===== src/rtl/ondra_tape_conditioner.sv =====
// rtl/ondra_tape_conditioner.sv - tape ADC bit synchroniser, glitch filter, half-period meter and activity detector
`timescale 1ns/1ps

module ondra_tape_conditioner #(
  parameter int SYNC_STAGES = 2,
  parameter int GLITCH_CYC  = 16,
  parameter int IDLE_CYC    = 800000,
  parameter int MIN_EDGES   = 4,
  parameter int PW_W        = 16
) (
  input  logic            clk_sys,
  input  logic            reset,
  input  logic            tape_in,
  output logic            tape_out,
  output logic            edge_stb,
  output logic [PW_W-1:0] half_period,
  output logic            period_valid,
  output logic            active
);

  // Counter widths; each is at least one bit so degenerate parameters stay legal.
  localparam int GW = (GLITCH_CYC > 1) ? $clog2(GLITCH_CYC) : 1;
  localparam int IW = $clog2(IDLE_CYC + 1);
  localparam int EW = (MIN_EDGES > 1) ? $clog2(MIN_EDGES) : 1;

  localparam logic [GW-1:0]   G_LAST = GW'(GLITCH_CYC - 1);
  localparam logic [IW-1:0]   I_LAST = IW'(IDLE_CYC - 1);
  localparam logic [IW-1:0]   I_MAX  = IW'(IDLE_CYC);
  localparam logic [EW-1:0]   E_LAST = EW'(MIN_EDGES - 1);
  localparam logic [PW_W-1:0] P_MAX  = '1;

  typedef enum logic {
    ST_IDLE   = 1'b0,
    ST_ACTIVE = 1'b1
  } state_t;

  logic [SYNC_STAGES-1:0] sync_q;
  logic                   s;
  logic [GW-1:0]          gcnt;
  logic                   fire;
  logic [PW_W-1:0]        pcnt;
  logic                   first_edge;
  logic [IW-1:0]          icnt;
  logic                   timeout;
  logic [EW-1:0]          ecnt;
  state_t                 state;
  state_t                 state_next;

  assign s = sync_q[SYNC_STAGES-1];

  // The filter commits to a new level once s has disagreed with tape_out for GLITCH_CYC cycles.
  assign fire = (s != tape_out) && (gcnt == G_LAST);

  // Silence has just lasted IDLE_CYC cycles; a coincident edge cancels it.
  assign timeout = !edge_stb && (icnt == I_LAST);

  // Shift the asynchronous tape bit through the synchroniser chain.
  always_ff @(posedge clk_sys) begin
    if (reset) begin
      sync_q <= '0;
    end else begin
      sync_q <= {sync_q[SYNC_STAGES-2:0], tape_in};
    end
  end

  // Persistence filter: count disagreeing cycles, flip tape_out and strobe when the count completes.
  always_ff @(posedge clk_sys) begin
    if (reset) begin
      gcnt     <= '0;
      tape_out <= 1'b0;
      edge_stb <= 1'b0;
    end else begin
      edge_stb <= 1'b0;
      if (s == tape_out) begin
        gcnt <= '0;
      end else if (gcnt == G_LAST) begin
        tape_out <= s;
        gcnt     <= '0;
        edge_stb <= 1'b1;
      end else begin
        gcnt <= gcnt + 1'b1;
      end
    end
  end

  // Half-period meter: latch the saturated distance since the previous edge, suppressing edges after a gap.
  always_ff @(posedge clk_sys) begin
    if (reset) begin
      pcnt         <= '0;
      half_period  <= '0;
      period_valid <= 1'b0;
      first_edge   <= 1'b1;
    end else begin
      period_valid <= fire && !first_edge && !timeout;
      if (fire) begin
        half_period <= (pcnt == P_MAX) ? P_MAX : pcnt + 1'b1;
        pcnt        <= '0;
      end else if (pcnt != P_MAX) begin
        pcnt <= pcnt + 1'b1;
      end
      if (fire) begin
        first_edge <= 1'b0;
      end else if (timeout) begin
        first_edge <= 1'b1;
      end
    end
  end

  // Idle counter: cleared by every filtered edge, otherwise counts up to IDLE_CYC and holds.
  always_ff @(posedge clk_sys) begin
    if (reset) begin
      icnt <= '0;
    end else if (edge_stb) begin
      icnt <= '0;
    end else if (icnt != I_MAX) begin
      icnt <= icnt + 1'b1;
    end
  end

  // Edge counter used while idle; any timeout discards the partial run.
  always_ff @(posedge clk_sys) begin
    if (reset) begin
      ecnt <= '0;
    end else if (timeout) begin
      ecnt <= '0;
    end else if (edge_stb && (state == ST_IDLE)) begin
      ecnt <= (ecnt == E_LAST) ? '0 : ecnt + 1'b1;
    end
  end

  // Activity FSM state register.
  always_ff @(posedge clk_sys) begin
    if (reset) begin
      state <= ST_IDLE;
    end else begin
      state <= state_next;
    end
  end

  // Activity FSM transitions: enough edges raise activity, a timeout drops it.
  always_comb begin
    state_next = state;
    case (state)
      ST_IDLE: begin
        if (edge_stb && (ecnt == E_LAST)) begin
          state_next = ST_ACTIVE;
        end
      end
      ST_ACTIVE: begin
        if (timeout) begin
          state_next = ST_IDLE;
        end
      end
      default: state_next = ST_IDLE;
    endcase
  end

  // Activity FSM output: active is decoded straight from the state register.
  always_comb begin
    active = (state == ST_ACTIVE);
  end

endmodule


===== config.mk =====
export PLATFORM = sky130hd
export DESIGN_NAME = ondra_tape_conditioner
export DESIGN_NICKNAME = d
export VERILOG_FILES = /design/src/rtl/ondra_tape_conditioner.sv
export SDC_FILE = /design/constraint.sdc
export NUM_CORES = 1
export LEC_CHECK = 0
export ABC_AREA = 1
export CAP_MARGIN = 20
export CORE_MARGIN = 8
export CORE_UTILIZATION = 40
export CTS_BUF_LIST = sky130_fd_sc_hd__clkbuf_8 sky130_fd_sc_hd__clkbuf_16
export CTS_CLUSTER_SIZE = 8
export DETAILED_ROUTE_END_ITERATION = 7
export MAX_ROUTING_LAYER = met4
export PLACE_DENSITY = 0.67
export SYNTH_ARGS = -nofsm -noshare
export SYNTH_HDL_FRONTEND = slang
export SYNTH_SLANG_ARGS = --single-unit

===== constraint.sdc =====
create_clock -name clk_sys -period 1.29 [get_ports clk_sys]
set_input_delay 0.1935 -clock clk_sys [delete_from_list [all_inputs] [get_ports clk_sys]]
set_output_delay 0.1935 -clock clk_sys [all_outputs]
set_load 0.1 [all_outputs]

==> out/qor.txt, run 1 <==
CTS root buf: clkbuf_8
Hold Slack: 369 ps
CP dominant cell by count: nand2_1
Final setup fails: 4
Largest family of logic cells by synthesized area: simple AND/OR/NAND/NOR gates
1st-iter DRT viols: 109
Unique masters post-synth: 29
Fin worst setup slack: -9.74 ps
Crit path DAT: 1540 ps
Primary FF master, synth: dfxtp_1
Area contributors post-synth: dfxtp_1 43%, nand2_1 14%, nor2_1 9.0%
GP Congestion: 0.873
Grt total ovfl: 0
Hold_buf cts: 0
Hold Fails Final Rpt: 0
Outcome: finished with violations
Synth Area in Simple Gates: 0.358
Layout cells sized above 1: 0.362
Worst-Skew Late Latency: 340 ps
IO Port Bufs: 22
Synth area leader: dfxtp_1
Final non-filler cell total: 613
Reg-to-Reg Start: pcnt[4]$_SDFFE_PP0N_
Max clock buf depth: 2
Delay-heaviest family, CP: simple AND/OR/NAND/NOR gates
Slew Limit Fails: 0
Most common cell after layout, fill and taps aside: nand2_1
CP peak stage delay: 400 ps
RSZ-0062 raised after global routing: true
Post-Synth XOR/XNOR Area: 0.0370
Commonest non-fill, non-tap cells in the layout: 101 x nand2_1, 51 x nor2_1, 45 x inv_1, 42 x dfxtp_1, 39 x buf_4
Cell area after synthesis: 0.00304 mm^2
I/O pins: 23
Failing checks: negative setup slack
Worst EP required: 1530 ps
Initial core utilization: 0.404
Crit path from: pcnt[4]$_SDFFE_PP0N_
Max H-tree Level: 3
Maximum fanout along the worst path: 5
Period utilization: 1.01
Ant. Diodes: 0
FFs w/ async S/R, synth: 0
Hold/Removal Path Class: in2reg
Register area share after synthesis: 0.428
Row count: 32
Min-delay src: tape_in
Pre-CTS setup slack: -151 ps
Post-synthesis register bit count: 65
Die X: 103 um
Synth Area in Adders: 0.0206
Post-synthesis compound-gate area fraction: 0.0777
Synth warnings: 0
Slew @ Worst Pin: 240 ps
Number of synthesized flops with an enable pin: 0
Multiplexer share of the synthesized area: 0
Largest net degree at the start of global routing: 16
CP Capture Type: register
Core ar.: 0.00753 mm^2
Max Fclk: 769 MHz
Max_cap viols: 0
Total power draw: 4.12 mW
GRT Total Usage: 0.155
Mean post-synth cell area: 6.98 um^2
CTS tree: yes
Initial antenna violation count: 0
Post-route DRC: 0
Leak Pwr: 1.85 nW
Buffer and inverter count on the worst path: 0
Worst slew margin: 0.839
Worst VDD drop: 0.746 mV
Skew final: 7.81 ps
# nets final: 514
Min Tclk post-route: 1300 ps
Vias in the first global route: 2,881
Fin util: 0.600
CP max-delay cell: dfxtp_1
WL final: 7650 um
Power per cell area: 912 mW/mm^2
Antenna Nets Post-Route: 0
Post-synthesis cell count: 436
CTS Buf Count: 9
Crit-path cells: nand2_4, nor2_1, nand2_1, o21ai_0, nand3_1, nand2_1, nand2_1
Worst Setup Start Kind: register
Synthesized net count: 444
Wire per inst: 12.5 um
Area share of the leading cell type in the synthesized netlist: 0.428
Clk slew on worst S/H paths: 70 ps
Vias: 2,960
Die area: 0.0107 mm^2
Setup CP Type: reg2reg
Pre-antenna DRT Iters: 4
Clk sink count: 65
Placed instance count: 592
Dpl hpwl: 5410 um
P&R area growth vs syn: 48.5%
Vias per cell: 4.83
First-pass GRT wire length: 12,600 um
Die H: 103 um
-- cells by family (layout without fill, tap and decap cells) --
family | after synthesis | after routing
AO/OA/AOI/OAI | 42 | 42
XOR/XNOR | 12 | 12
adder cells (fa/ha/maj) | 5 | 5
buffers and inverters | 58 | 133
flip-flops | 65 | 65
AND/OR/NAND/NOR | 254 | 254
-- cells in the mapped netlist, types with 4 or more instances --
cell	instances
nor2_2	6
inv_1	46
nand2_1	117
buf_2	6
a21oi_1	19
nand3_1	35
nand4_1	9
nor2_1	73
ha_1	5
dfxtp_1	65
nand2_2	4
o21ai_0	12
xor2_1	10
-- worst paths after layout --
path	end	slack, ps	depth (start not counted)
max	half_period[15]$_SDFFE_PP0P_	-10	7
min	sync_q[0]$_SDFF_PP0_	370	3
max reg2reg	half_period[15]$_SDFFE_PP0P_	-10	7
min reg2reg	sync_q[1]$_SDFF_PP0_	400	2
-- per-layer routing --
metal,track usage,up-vias,part of all wire
met5,-,-,0
met4,0.0412,0,0.010
met3,0.0509,9,0.026
met2,0.275,37,0.54
met1,0.162,1394,0.43
li1,-,1520,-
-- worst register-to-register path, delay by kind of cell, from the launching register on --
kind | cells | cell delay [ps]
AND/OR/NAND/NOR | 6 | 630
AO/OA/AOI/OAI | 1 | 180
flip-flops | 1 | 400
-- sequential cells by signal, summed over array words and instances, names as in the netlist --
name          count
edge_stb          1
pcnt             16
gcnt              4
icnt             20
tape_out          1
ecnt              2
sync_q            2
half_period      16
active            1
first_edge        1
period_valid      1
-- per-stage QoR --
stage | TNS [ps] | instance area, um^2
final | -28.8 | 4520
after global routing | -1730 | 4520
after CTS | -51.1 | 4200
after detailed placement | -2910 | 3900
after global placement | -1310 | 3900
after floorplan | -0.896 | 3090
-- timing repair --
| item | 4_1_cts | 5_1_grt |
|---|---|---|
| setup endpoints to repair | 43 | 55 |
| setup buffers | 3 | 2 |
| pin swaps | 6 | 19 |
| hold endpoints to repair | 0 | 0 |
| resized for setup | 28 | 89 |
-- where the power goes --
part	leakage [nW]	internal [mW]	switching, mW
Clock	0.110	1.07	0.780
Combinational	1.20	0.106	0.119
Sequential	0.538	2.02	0.0255
Total	1.85	3.20	0.925
-- final cells by class --
cell class,instances,area (um^2)
inverters,50,203
flip-flops and latches,65,1350
repair buffers,67,790
multi-input cells,313,1840
fillers,711,3010
clock inverters,7,86.3
clock buffers,9,124
well taps,102,128
Note: power is estimated with default switching activity, not from simulation.
==> run 2, diff against run 1 <==
- CTS_CLUSTER_DIAMETER: unset -> 80
==> results of run 2 <==
No change in the layout: final DEF, timing and power equal those of run 1.
==> run 3, diff against run 2 <==
- REMOVE_ABC_BUFFERS: unset -> 1
==> out/qor.txt, run 3 (same netlist as run 1, synthesis figures left out) <==
Outcome: finished with violations
Failing checks: negative setup slack
Slew Limit Fails: 0 (unchanged)
First-pass GRT wire length: 12,800 um (+1.4%)
Maximum fanout along the worst path: 4 (-1)
Initial antenna violation count: 0 (unchanged)
Setup CP Type: reg2reg
Vias per cell: 4.92 (+1.8%)
WL final: 8210 um (+7.4%)
Largest Register: icnt
Reg-to-Reg Start: pcnt[0]$_SDFFE_PP0N_
CTS Buf Count: 9 (unchanged)
FF+latch area: 0.00134 mm^2 (about the same)
Vias: 3,043 (+2.8%)
Worst VDD drop: 0.580 mV (-22%)
Largest net degree at the start of global routing: 17 (+1)
Power per cell area: 855 mW/mm^2 (-6.2%)
Worst Setup Start Kind: register
Antenna Nets Post-Route: 0 (unchanged)
Min Tclk post-route: 1320 ps (+24.8 ps)
Skew final: 8.15 ps (+0.342 ps)
Leak Pwr: 1.95 nW (+5.4%)
I/O pins: 23 (unchanged)
Vias in the first global route: 2,979 (+3.4%)
Crit path from: pcnt[0]$_SDFFE_PP0N_
Psw: 0.941 mW (+1.8%)
GP Congestion: 0.934 (+7.1%)
FILL cells: 657 (-7.6%)
Max clock buf depth: 2 (unchanged)
GRT Total Usage: 0.157 (+0.00213)
Hold/Removal Path Class: in2reg
P&R area growth vs syn: 53.6%
Worst EP required: 1530 ps (about the same)
Pre-antenna DRT Iters: 4 (unchanged)
Period utilization: 1.03 (+0.0192)
Final setup fails: 9 (+5)
RSZ-0062 raised after global routing: true
Core ar.: 0.00753 mm^2 (unchanged)
CTS root buf: clkbuf_8
Min-delay src: tape_in
Max Fclk: 755 MHz (-1.9%)
Area of the multi-input gates: 0.00194 mm^2 (+5.2%)
Post-route DRC: 0 (unchanged)
Max reg flops: 20 (unchanged)
Max H-tree Level: 3 (unchanged)
Die X: 103 um (unchanged)
P_int: 3.06 mW (-4.4%)
Max_cap viols: 0 (unchanged)
Row count: 32 (unchanged)
Dpl hpwl: 5410 um (+0.12%)
Worst slew margin: 0.803 (-0.0360)
Largest regs: icnt: 20 flops, half_period: 16 flops, pcnt: 16 flops
Grt total ovfl: 0 (unchanged)
Ant. Diodes: 0 (unchanged)
Clk sink count: 65 (unchanged)
# nets final: 520 (+1.2%)
Most common cell after layout, fill and taps aside: nand2_1
Slew @ Worst Pin: 295 ps (+55.2 ps)
Hold Fails Final Rpt: 0 (unchanged)
Combinational Power Share: 0.061 (+0.006)
Hold Slack: 371 ps (+2.36 ps)
Clk slew on worst S/H paths: 70 ps (about the same)
Crit path DAT: 1570 ps (+30 ps)
Total power draw: 4.00 mW (-3.0%)
1st-iter DRT viols: 121 (+11%)
IO Port Bufs: 22 (unchanged)
Switching share of power: 0.235 (+0.0111)
Die H: 103 um (unchanged)
Power share of the sequential group: 0.513 (+0.017)
Fin worst setup slack: -34.6 ps (-24.8 ps)
Worst-Skew Late Latency: 350 ps (about the same)
Die area: 0.0107 mm^2 (unchanged)
CTS tree: yes
Wire per inst: 13.3 um (+6.3%)
Initial core utilization: 0.404 (unchanged)
CP Capture Type: register
Clock Power Share: 0.426 (-0.023)
Layout cells sized above 1: 0.429 (+0.0674)
Commonest non-fill, non-tap cells in the layout: 85 x nand2_1, 44 x nor2_1, 42 x buf_4, 41 x dfxtp_1, 40 x inv_1
==> run 3: changes by cell type in the layout (fill, tap and decap cells not counted), moves of 5 or more <==
cell,before,now
nand2_1,101,85
nand2_2,17,26
inv_2,1,9
nand2_4,4,11
nor2_1,51,44
nor2_2,14,21
inv_1,45,40
==> run 3: stage by stage <==
stage	instance area (um^2)	TNS [ps]	setup slack (ps)	util	std cells
floorplan	2990	-33270	-853	-	428
global placement	3880	-2120	-80.7	0.516	595
detailed placement	3880	-4500	-135	0.516	595
CTS	4210	-2.31	-2.31	0.559	613
global route	4670	-1790	-127	0.621	619
finish	4670	-108	-34.6	0.621	619
==> run 3: layer usage <==
metal / up-vias / share of wire / global-route usage
met3: 21 / 0.039 / 0.0382
met1: 1437 / 0.40 / 0.161
met2: 60 / 0.54 / 0.283
met5: - / 0 / -
met4: 0 / 0.026 / 0.0645
li1: 1525 / - / -
==> run 3: worst paths after layout <==
check,slack [ps],to,cells after the start
min reg2reg,400,sync_q[1]$_SDFF_PP0_,2
max,-30,half_period[12]$_SDFFE_PP0P_,8
min,370,sync_q[0]$_SDFF_PP0_,3
max reg2reg,-30,half_period[12]$_SDFFE_PP0P_,8
==> run 3: worst max-delay path, cell delays in order (launching register included) <==
cell	delay, ps
dfxtp_4	380
ha_4	150
nand3_2	110
nor2_4	180
nand2_4	80
nor2_1	100
nand3_1	100
nand3_1	80
nand2_1	50
==> run 3: layout make-up <==
class | instances | share of cell area
Multi-Input combinational cell | 313 | 0.415
Sequential cell | 65 | 0.288
Timing Repair Buffer | 73 | 0.186
Inverter | 50 | 0.0439
Clock buffer | 10 | 0.0295
Tap cell | 102 | 0.0273
Clock inverter | 6 | 0.0110
==> run 3: power by group through the flow <==
stage          registers (mW)  clock network, mW  logic [mW]
3_5_place_dp             2.09                  0       0.178
6_report                 2.05               1.70       0.244
3_3_place_gp             2.09                  0       0.174
2_1_floorplan            2.09                  0      0.0889
4_1_cts                  2.05               1.73       0.191
5_1_grt                  2.05               1.81       0.270
==> run 3: timing repair <==
item / 4_1_cts / 5_1_grt
hold buffers: 0 / 0
cloned: 0 / 1
gates resized for setup: 40 / 130
setup buffers: 2 / 5
endpoints found under the setup margin: 47 / 55
pin swaps: 14 / 31
